===== src/rtl/matrix_result_serializer.sv =====
// Streams a captured L x N float32 matrix out one element per valid/ready handshake,
// tagging each element with its row/column and flagging the final element of the frame.
module matrix_result_serializer #(
  parameter int L         = 2,
  parameter int N         = 2,
  parameter int COL_MAJOR = 0,
  localparam int RW = (L > 1) ? $clog2(L) : 1,
  localparam int CW = (N > 1) ? $clog2(N) : 1,
  localparam int IW = (L * N > 1) ? $clog2(L * N) : 1
) (
  input  logic              clk,
  input  logic              rst,
  input  logic              load,
  input  logic [32*L*N-1:0] matrix,
  output logic              busy,
  output logic              out_valid,
  input  logic              out_ready,
  output logic [31:0]       out_data,
  output logic [RW-1:0]     out_row,
  output logic [CW-1:0]     out_col,
  output logic              out_last
);

  typedef enum logic {IDLE, SEND} state_t;

  state_t              state_q, state_d;
  logic [32*L*N-1:0]   mat_q, mat_d;
  logic [RW-1:0]       row_q, row_d;
  logic [CW-1:0]       col_q, col_d;
  logic                row_end, col_end, at_last;
  logic [IW-1:0]       sel;
  logic [31:0]         elem;

  assign row_end = (row_q == RW'(L - 1));
  assign col_end = (col_q == CW'(N - 1));
  assign at_last = row_end && col_end;
  assign sel     = IW'(row_q) * IW'(N) + IW'(col_q);

  always_comb begin
    elem = '0;
    for (int k = 0; k < L * N; k++) begin
      if (sel == IW'(k)) elem = mat_q[32*k +: 32];
    end
  end

  always_comb begin
    state_d = state_q;
    mat_d   = mat_q;
    row_d   = row_q;
    col_d   = col_q;
    case (state_q)
      IDLE: begin
        if (load) begin
          mat_d   = matrix;
          row_d   = '0;
          col_d   = '0;
          state_d = SEND;
        end
      end
      SEND: begin
        if (out_ready) begin
          if (at_last) begin
            state_d = IDLE;
            row_d   = '0;
            col_d   = '0;
          end else if (COL_MAJOR != 0) begin
            // Column-major: rows run fastest, column steps when the row wraps.
            if (row_end) begin
              row_d = '0;
              col_d = col_q + 1'b1;
            end else begin
              row_d = row_q + 1'b1;
            end
          end else begin
            if (col_end) begin
              col_d = '0;
              row_d = row_q + 1'b1;
            end else begin
              col_d = col_q + 1'b1;
            end
          end
        end
      end
      default: state_d = IDLE;
    endcase
  end

  always_ff @(posedge clk or posedge rst) begin
    if (rst) begin
      state_q <= IDLE;
      mat_q   <= '0;
      row_q   <= '0;
      col_q   <= '0;
    end else begin
      state_q <= state_d;
      mat_q   <= mat_d;
      row_q   <= row_d;
      col_q   <= col_d;
    end
  end

  // Indices return to zero when idle, so only data and last need gating.
  assign out_valid = (state_q == SEND);
  assign busy      = out_valid;
  assign out_data  = out_valid ? elem : '0;
  assign out_row   = row_q;
  assign out_col   = col_q;
  assign out_last  = out_valid && at_last;

endmodule

===== config.mk =====
export PLATFORM = sky130hd
export DESIGN_NAME = matrix_result_serializer
export DESIGN_NICKNAME = d
export VERILOG_FILES = /design/src/rtl/matrix_result_serializer.sv
export SDC_FILE = /design/constraint.sdc
export NUM_CORES = 1
export LEC_CHECK = 0
export CORE_MARGIN = 2
export CORE_UTILIZATION = 46
export DETAILED_ROUTE_END_ITERATION = 16
export PLACE_DENSITY = 0.85
export SLEW_MARGIN = 20
export SYNTH_ARGS = -nofsm -noshare
export SYNTH_HDL_FRONTEND = slang
export SYNTH_SLANG_ARGS = --single-unit
export TNS_END_PERCENT = 30

===== constraint.sdc =====
create_clock -name clk -period 6.05 [get_ports clk]
set_clock_uncertainty 0.15 [all_clocks]
set_input_delay 1.21 -clock clk [delete_from_list [all_inputs] [get_ports clk]]
set_output_delay 1.21 -clock clk [all_outputs]
set_load 0.01 [all_outputs]

==> results of run 1 <==
[area by class of cell]
type,count,area [um2]
fillers,968,4380
flip-flops and latches,131,3280
multi-input cells,237,2380
repair buffers,173,1740
clock buffers,19,453
well taps,172,215
clock inverters,13,205
inverters,1,6.26
[kinds of logic (layout without fill, tap and decap cells)]
group                  Yosys count  count (layout)  share of synthesized area
muxes                          194             194                      0.352
DFF                            131             131                      0.549
AOI/OAI and AO/OA               36              36                     0.0379
buffers and inverters           31             206                     0.0522
and+or+nand+nor                  7               7                    0.00859
[synth_stat cells]
| cell | instances | area share |
|---|---|---|
| inv_1 | 1 | 0.00063 |
| clkbuf_8 | 11 | 0.025 |
| buf_4 | 3 | 0.0038 |
| o22a_1 | 1 | 0.0015 |
| buf_2 | 5 | 0.0042 |
| and3_2 | 2 | 0.0025 |
| o22ai_1 | 32 | 0.034 |
| dfrtp_1 | 131 | 0.55 |
| buf_6 | 6 | 0.011 |
| nand2_1 | 2 | 0.0013 |
| nor2b_4 | 1 | 0.0023 |
| a21boi_0 | 1 | 0.0013 |
| mux2i_1 | 65 | 0.11 |
| nor2_1 | 1 | 0.00063 |
| buf_8 | 2 | 0.0050 |
| mux2_2 | 129 | 0.24 |
| buf_1 | 3 | 0.0019 |
| or2b_4 | 1 | 0.0019 |
| a21oi_1 | 1 | 0.00084 |
| o21ai_0 | 1 | 0.00084 |
[state kept, by name, summed over array words and instances, names as in the netlist]
name	count
mat_q	128
busy	1
out_col	1
out_row	1
[worst max-delay path, stage by stage, from the launching register on]
cell	delay (ps)
dfrtp_1	560
nand2_1	490
buf_4	400
o22ai_1	150
clkdlybuf4s50_1	590
[power groups by stage]
stage          sequential (mW)  combinational [mW]  clock (mW)
2_1_floorplan             1.50                1.37           0
3_3_place_gp              1.66                1.85           0
3_5_place_dp              1.64                1.96           0
4_1_cts                   1.63                1.98        1.14
5_1_grt                   1.69                2.11        1.19
6_report                  1.62                1.95        1.12
[path summary, 6_finish.rpt]
| path | from | depth (start not counted) | to |
|---|---|---|---|
| setup / recovery | busy | 4 | out_data[3] |
| hold / removal | mat_q[69] | 1 | mat_q[69] |
| setup reg to reg | busy | 3 | mat_q[121] |
| hold reg to reg | mat_q[69] | 1 | mat_q[69] |
| max in group asynchronous | rst | 3 | mat_q[91] |
| min in group asynchronous | rst | 2 | mat_q[68] |
[layer usage]
metal | up-vias | track usage | wire, um
met4 | 0 | 0.0866 | 310
li1 | 1788 | - | -
met5 | - | 0 | 0
met2 | 132 | 0.325 | 6570
met3 | 24 | 0.0630 | 769
met1 | 1936 | 0.250 | 5640
==> results.sh, run 1 <==
export IMPL_synth_seq_area_share=0.549
export IMPL_cts_repair_resized=0
export IMPL_drtIter0Drc=232
export IMPL_layout_common_cells="clkdlybuf4s50_1 (168), dfrtp_1 (130), mux2_2 (129)"
export IMPL_cts_root_buf="clkbuf_16"
export IMPL_crit_fanout=17
export IMPL_max_freq_mhz=251
export IMPL_cp_data_required_time_ps=4690
export IMPL_worst_pin_slew_ps=889
export IMPL_pwr_share_seq=0.345
export IMPL_cp_data_arrival_time_ps=2620
export IMPL_r2r_slack_ps=3950
export IMPL_insertion_delay_ps=420
export IMPL_criticalPathCategory="reg2out"
export IMPL_drt_wl_total_um=13300
export IMPL_track_usage=0.202
export IMPL_die_h_um=118
export IMPL_pre_cts_ws_ps=2540
export IMPL_vias=3880
export IMPL_ioPinCount=169
export IMPL_grt_pass1_vias=4373
export IMPL_fp_coreArea_um2=12700
export IMPL_p_total_mw=4.70
export IMPL_rows=41
export IMPL_power_share_clock=0.239
export IMPL_p_switching_mw=1.44
export IMPL_finalCritPeriodShare=0.658
export IMPL_grt_max_degree=75
export IMPL_holdBufCountCts=0
export IMPL_finalInstanceArea_um2=8290
export IMPL_ant_nets=0
export IMPL_timing_setup_tns_ps=0
export IMPL_final_cells=746
export IMPL_cts_sinks=131
export IMPL_internal_power_mw=3.26
export IMPL_placedInstanceArea_um2=7630
export IMPL_ys_types=20
export IMPL_place_congestion=0.786
export IMPL_synth_nets=531
export IMPL_dp_cells=714
export IMPL_drive_gt1_frac=0.300
export IMPL_grt_pass1_wl_um=22200
export IMPL_io_buffers=168
export IMPL_finalHoldViolCount=0
export IMPL_finalWorstPathRequiredPeriod_ps=3980
export IMPL_synth_area_um2=5970
export IMPL_dp_hpwl_um=8900
export IMPL_dieArea_um2=13900
export IMPL_finalSetupViolCount=0
export IMPL_avgViaCountPerCell=5.20
export IMPL_grt_overflow=0
export IMPL_fin_util=0.654
export IMPL_fin_hold_ws_ps=354
export IMPL_cts_inserted_buffers=17
export IMPL_area_growth_pct=38.8
export IMPL_clockBufferDepth=2
export IMPL_leakage_nw=3.48
export IMPL_drt_pre_antenna_iters=4
export IMPL_worst_slack_ps=2070
export IMPL_fin_nets=693
export IMPL_start_util=0.471
export IMPL_cp_start_kind="flip-flop"
export IMPL_vdd_drop_max_mv=0.416
export IMPL_netlist_instances=399
export IMPL_synth_area_per_cell_um2=15.0
export IMPL_pwr_share_comb=0.416
export IMPL_antenna_cells=0
export IMPL_wl_per_cell_um=17.8
export IMPL_powerDensity_nw_per_um2=567
export IMPL_antenna_found_initial=0
export IMPL_hp_class="reg2reg"
export IMPL_ys_seq_elements=131
export IMPL_cts_tree="built"
export IMPL_die_w_um=118
export IMPL_htreeDepth=4
export IMPL_outcome="finished clean"
export IMPL_cts_setup_buffers=0
export IMPL_cap_violations=0
export IMPL_path_clk_slew_ps=60
export IMPL_cp_end_kind="primary output"
export IMPL_rsz0062_at_grt="no"
export IMPL_post_route_drc_count=0
export IMPL_drv_slew=0
export IMPL_swShare=0.306
export IMPL_layout_commonest_cell="clkdlybuf4s50_1"
export IMPL_yosysWarnings=0
export IMPL_maxSlewHeadroom=0.407
Note: power is estimated with default switching activity, not from simulation.
==> run 2, diff against run 1 <==
==> constraint.sdc (replaced) <==
create_clock -name clk -period 3.7 [get_ports clk]
set_clock_uncertainty 0.15 [all_clocks]
set_input_delay 0.74 -clock clk [delete_from_list [all_inputs] [get_ports clk]]
set_output_delay 0.74 -clock clk [all_outputs]
set_load 0.01 [all_outputs]
==> results.sh, run 2 (synthesis gave the netlist of run 1 again) <==
export IMPL_drt_pre_antenna_iters=4
export IMPL_track_usage=0.200
export IMPL_criticalPathCategory="reg2out"
export IMPL_cp_slowest_cell="dfrtp_4"
export IMPL_top_register="mat_q"
export IMPL_cts_repair_resized=0
export IMPL_placedInstanceArea_um2=7680
export IMPL_path_clk_slew_ps=50
export IMPL_io_buffers=168
export IMPL_die_h_um=118
export IMPL_worst_pin_slew_ps=694
export IMPL_max_freq_mhz=312
export IMPL_grt_max_degree=75
export IMPL_antenna_found_initial=0
export IMPL_cts_tree="built"
export IMPL_finalSetupViolCount=0
export IMPL_finalCritPeriodShare=0.866
export IMPL_finalHoldViolCount=0
export IMPL_layout_common_cells="clkdlybuf4s50_1 (168), dfrtp_1 (130), mux2_2 (129)"
export IMPL_rows=41
export IMPL_antenna_cells=0
export IMPL_cts_sinks=131
export IMPL_fin_nets=696
export IMPL_dp_hpwl_um=8860
export IMPL_drtIter0Drc=208
export IMPL_ant_nets=0
export IMPL_cap_violations=0
export IMPL_rsz0062_at_grt="no"
export IMPL_finalWorstPathRequiredPeriod_ps=3210
export IMPL_holdBufCountCts=0
export IMPL_grt_pass1_wl_um=21800
export IMPL_clockBufferDepth=2
export IMPL_avgViaCountPerCell=5.14
export IMPL_cts_inserted_buffers=17
export IMPL_largest_reg_flops=128
export IMPL_insertion_delay_ps=410
export IMPL_drt_wl_total_um=13100
export IMPL_cp_data_arrival_time_ps=2320
export IMPL_finalInstanceArea_um2=8240
export IMPL_maxSlewHeadroom=0.538
export IMPL_drv_slew=0
export IMPL_grt_pass1_vias=4293
export IMPL_cp_cell_sequence="buf_4, mux2i_1, o22ai_1, clkdlybuf4s50_1"
export IMPL_ioPinCount=169
export IMPL_outcome="finished clean"
export IMPL_crit_fanout=20
export IMPL_cts_root_buf="clkbuf_16"
export IMPL_layout_commonest_cell="clkdlybuf4s50_1"
export IMPL_drive_gt1_frac=0.292
export IMPL_cp_end_kind="primary output"
export IMPL_leakage_nw=3.46
export IMPL_start_util=0.471
export IMPL_grt_overflow=0
export IMPL_hp_class="reg2reg"
export IMPL_die_w_um=118
export IMPL_slowest_delay_ps=660
export IMPL_htreeDepth=4
export IMPL_wl_per_cell_um=17.5
export IMPL_cp_data_required_time_ps=2810
export IMPL_post_route_drc_count=0
export IMPL_timing_setup_tns_ps=0
export IMPL_vdd_drop_max_mv=0.572
export IMPL_cts_setup_buffers=0
export IMPL_powerDensity_nw_per_um2=906
export IMPL_dieArea_um2=13900
export IMPL_p_total_mw=7.47
export IMPL_area_growth_pct=38.0
export IMPL_place_congestion=0.771
export IMPL_fp_coreArea_um2=12700
export IMPL_vias=3847
export IMPL_cp_start_kind="flip-flop"
## run 2: cell types whose count changed in the layout (fill, tap and decap cells not counted), sizes merged
cell      before  now
clkbuf        19   26
buf            5    8
bufinv         5    2
clkinvlp       3    1
inv            2    0
clkinv         4    3
## run 2: final timing paths
path	start	endpoint	slack, ps	cells after the start
setup / recovery	out_col	out_data[25]	490	4
hold / removal	mat_q[7]	mat_q[7]	350	1
setup reg to reg	busy	mat_q[72]	1700	3
hold reg to reg	mat_q[7]	mat_q[7]	350	1
max in group asynchronous	rst	mat_q[110]	2080	3
min in group asynchronous	rst	mat_q[5]	610	2
## run 2: layout make-up
class	instances	area [um2]
Clock buffer	26	489
Clock inverter	5	75.1
Fill cell	926	4430
Inverter	1	7.51
Multi-Input combinational cell	237	2380
Sequential cell	131	3280
Tap cell	172	215
Timing Repair Buffer	176	1790
## run 2: critical path, delay by kind of cell, from the launching register on
| family | cells | cell delay [ps] |
|---|---|---|
| buffers and inverters | 2 | 920 |
| DFF | 1 | 660 |
| AOI/OAI and AO/OA | 1 | 200 |
| muxes | 1 | 120 |
## run 2: per-stage QoR
step | hold WS (ps) | instances | util | setup slack, ps
detailed placement | 345 | 717 | 0.606 | 901
global placement | 338 | 717 | 0.606 | 930
global route | 365 | 748 | 0.650 | 364
CTS | 356 | 748 | 0.650 | 459
finish | 352 | 748 | 0.650 | 495
floorplan | 330 | 399 | - | 1190
## run 2: power by group
group | leakage, nW | internal [mW] | switching [mW] | total, mW
sequential | 1.56 | 2.17 | 0.441 | 2.61
combinational | 1.63 | 1.95 | 1.30 | 3.25
clock | 0.278 | 1.04 | 0.563 | 1.60
total | 3.46 | 5.16 | 2.31 | 7.47
## run 2: routing by layer
metal / share of wire / wire, um / GRT usage
met1: 0.43 / 5610 / 0.248
met5: 0 / 0 / 0
met3: 0.062 / 806 / 0.0732
met2: 0.49 / 6430 / 0.320
met4: 0.016 / 211 / 0.0708
==> run 3, diff against run 2 <==
--- a/config.mk
+++ b/config.mk
@@ -5,10 +5,13 @@
 export SDC_FILE = /design/constraint.sdc
 export NUM_CORES = 1
 export LEC_CHECK = 0
+export CELL_PAD_IN_SITES_DETAIL_PLACEMENT = 1
+export CELL_PAD_IN_SITES_GLOBAL_PLACEMENT = 1
 export CORE_MARGIN = 2
-export CORE_UTILIZATION = 46
+export CORE_UTILIZATION = 39
 export DETAILED_ROUTE_END_ITERATION = 16
-export PLACE_DENSITY = 0.85
+export GPL_ROUTABILITY_DRIVEN = 0
+export PLACE_DENSITY = 0.89
 export SLEW_MARGIN = 20
 export SYNTH_ARGS = -nofsm -noshare
 export SYNTH_HDL_FRONTEND = slang
==> results.sh, run 3 (synthesis gave the netlist of run 1 again) <==
export IMPL_outcome="finished clean"
export IMPL_start_util=0.396
export IMPL_cts_sinks=131
export IMPL_rsz0062_at_grt="no"
export IMPL_drive_gt1_frac=0.299
export IMPL_finalInstanceArea_um2=8280
export IMPL_rr_worst_depth=3
export IMPL_criticalPathCategory="reg2out"
export IMPL_drtIter0Drc=136
export IMPL_fp_coreArea_um2=15100
export IMPL_avgViaCountPerCell=5.14
export IMPL_drv_slew=0
export IMPL_swShare=0.316
export IMPL_pre_cts_ws_ps=926
export IMPL_powerDensity_nw_per_um2=921
export IMPL_fillCellCount=1440
export IMPL_htreeDepth=4
export IMPL_r2r_slack_ps=1790
export IMPL_drt_wl_total_um=15100
export IMPL_hp_class="reg2reg"
export IMPL_finalCritPeriodShare=0.863
export IMPL_dieArea_um2=16300
export IMPL_vias=3919
export IMPL_power_share_clock=0.223
export IMPL_grt_pass1_wl_um=24000
export IMPL_min_path_cells=1
export IMPL_ioPinCount=169
export IMPL_cp_data_arrival_time_ps=2300
export IMPL_layout_common_cells="clkdlybuf4s50_1 (168), dfrtp_1 (130), mux2_2 (129)"
export IMPL_cts_setup_buffers=0
export IMPL_grt_pass1_vias=4459
export IMPL_finalHoldViolCount=0
export IMPL_crit_fanout=32
export IMPL_cap_violations=0
export IMPL_top_register="mat_q"
export IMPL_wl_per_cell_um=19.7
export IMPL_internal_power_mw=5.22
export IMPL_fin_nets=694
export IMPL_slowest_delay_ps=570
export IMPL_die_h_um=128
export IMPL_cts_tree="built"
export IMPL_antenna_cells=0
export IMPL_cp_start_kind="flip-flop"
export IMPL_die_w_um=128
export IMPL_p_switching_mw=2.41
export IMPL_finalWorstPathRequiredPeriod_ps=3190
export IMPL_path_clk_slew_ps=60
export IMPL_holdBufCountCts=0
export IMPL_leakage_nw=3.47
export IMPL_fin_hold_ws_ps=352
export IMPL_p_total_mw=7.62
export IMPL_worst_pin_slew_ps=757
export IMPL_post_route_drc_count=0
export IMPL_cp_endpoint="out_data[8]"
export IMPL_layout_commonest_cell="clkdlybuf4s50_1"
export IMPL_io_buffers=168
export IMPL_max_freq_mhz=313
export IMPL_ant_nets=0
export IMPL_drt_pre_antenna_iters=4
export IMPL_worst_slack_ps=506
export IMPL_grt_overflow=0
export IMPL_rows=45
export IMPL_largest_reg_flops=128
export IMPL_area_growth_pct=38.7
export IMPL_cp_slowest_cell="dfrtp_1"
export IMPL_cp_startpoint="busy"
export IMPL_track_usage=0.193
export IMPL_r2r_start="busy"
export IMPL_cts_repair_resized=0
export IMPL_dp_cells=731
export IMPL_final_cells=763
export IMPL_placedInstanceArea_um2=7670
export IMPL_clockBufferDepth=2
export IMPL_finalSetupViolCount=0
export IMPL_grt_max_degree=132
export IMPL_pwr_share_seq=0.339
export IMPL_dp_hpwl_um=10200
export IMPL_cp_data_required_time_ps=2810
export IMPL_timing_setup_tns_ps=0
export IMPL_cp_cell_sequence="or2b_4, o22ai_1, clkdlybuf4s50_1"
export IMPL_reg2reg_to="mat_q[47]"
export IMPL_vdd_drop_max_mv=0.397
export IMPL_maxSlewHeadroom=0.495
export IMPL_antenna_found_initial=0
export IMPL_cts_inserted_buffers=17
export IMPL_cts_root_buf="clkbuf_16"
export IMPL_fin_util=0.549
export IMPL_insertion_delay_ps=410
export IMPL_pwr_share_comb=0.439
export IMPL_cp_end_kind="primary output"
-- run 3: changes by cell type in the layout (fill, tap and decap cells not counted), sizes merged --
cell | before | now
buf | 8 | 6
clkbuf | 26 | 24
clkinvlp | 1 | 4
-- run 3: cell type report --
type                       count  area, um2  share of cell area
inverter                       1       7.51            0.000907
tap                          188        235              0.0284
timing repair buffer         174       1760               0.213
clock buffer                  24        512              0.0618
clock inverter                 8       97.6              0.0118
sequential                   131       3280               0.396
multi-input combinational    237       2380               0.288
-- run 3: worst min path at each step --
stage,slack (ps),from,to
2_1_floorplan,330,mat_q[10],mat_q[10]
3_3_place_gp,340,mat_q[25],mat_q[25]
3_5_place_dp,340,mat_q[5],mat_q[5]
4_1_cts,360,mat_q[63],mat_q[63]
5_1_grt,360,mat_q[2],mat_q[2]
6_report,350,mat_q[2],mat_q[2]
-- run 3: critical path: cells and delay by family, from the launching register on --
kind	cells	cell delay [ps]
buf+inv	1	570
simple gates	1	490
flops	1	570
compound gates	1	260
-- run 3: per-layer routing --
metal	GRT usage	wire length [um]
met2	0.343	8070
met5	0	0
met3	0.0451	609
met1	0.230	6160
met4	0.0646	219
-- run 3: power by group through the flow --
| stage | logic (mW) | clock network [mW] | registers (mW) |
|---|---|---|---|
| after detailed placement | 3.38 | 0 | 2.61 |
| final | 3.34 | 1.70 | 2.58 |
| after CTS | 3.40 | 1.74 | 2.60 |
| after global placement | 3.26 | 0 | 2.52 |
| after global routing | 3.59 | 1.80 | 2.69 |
| after floorplan | 2.24 | 0 | 2.45 |
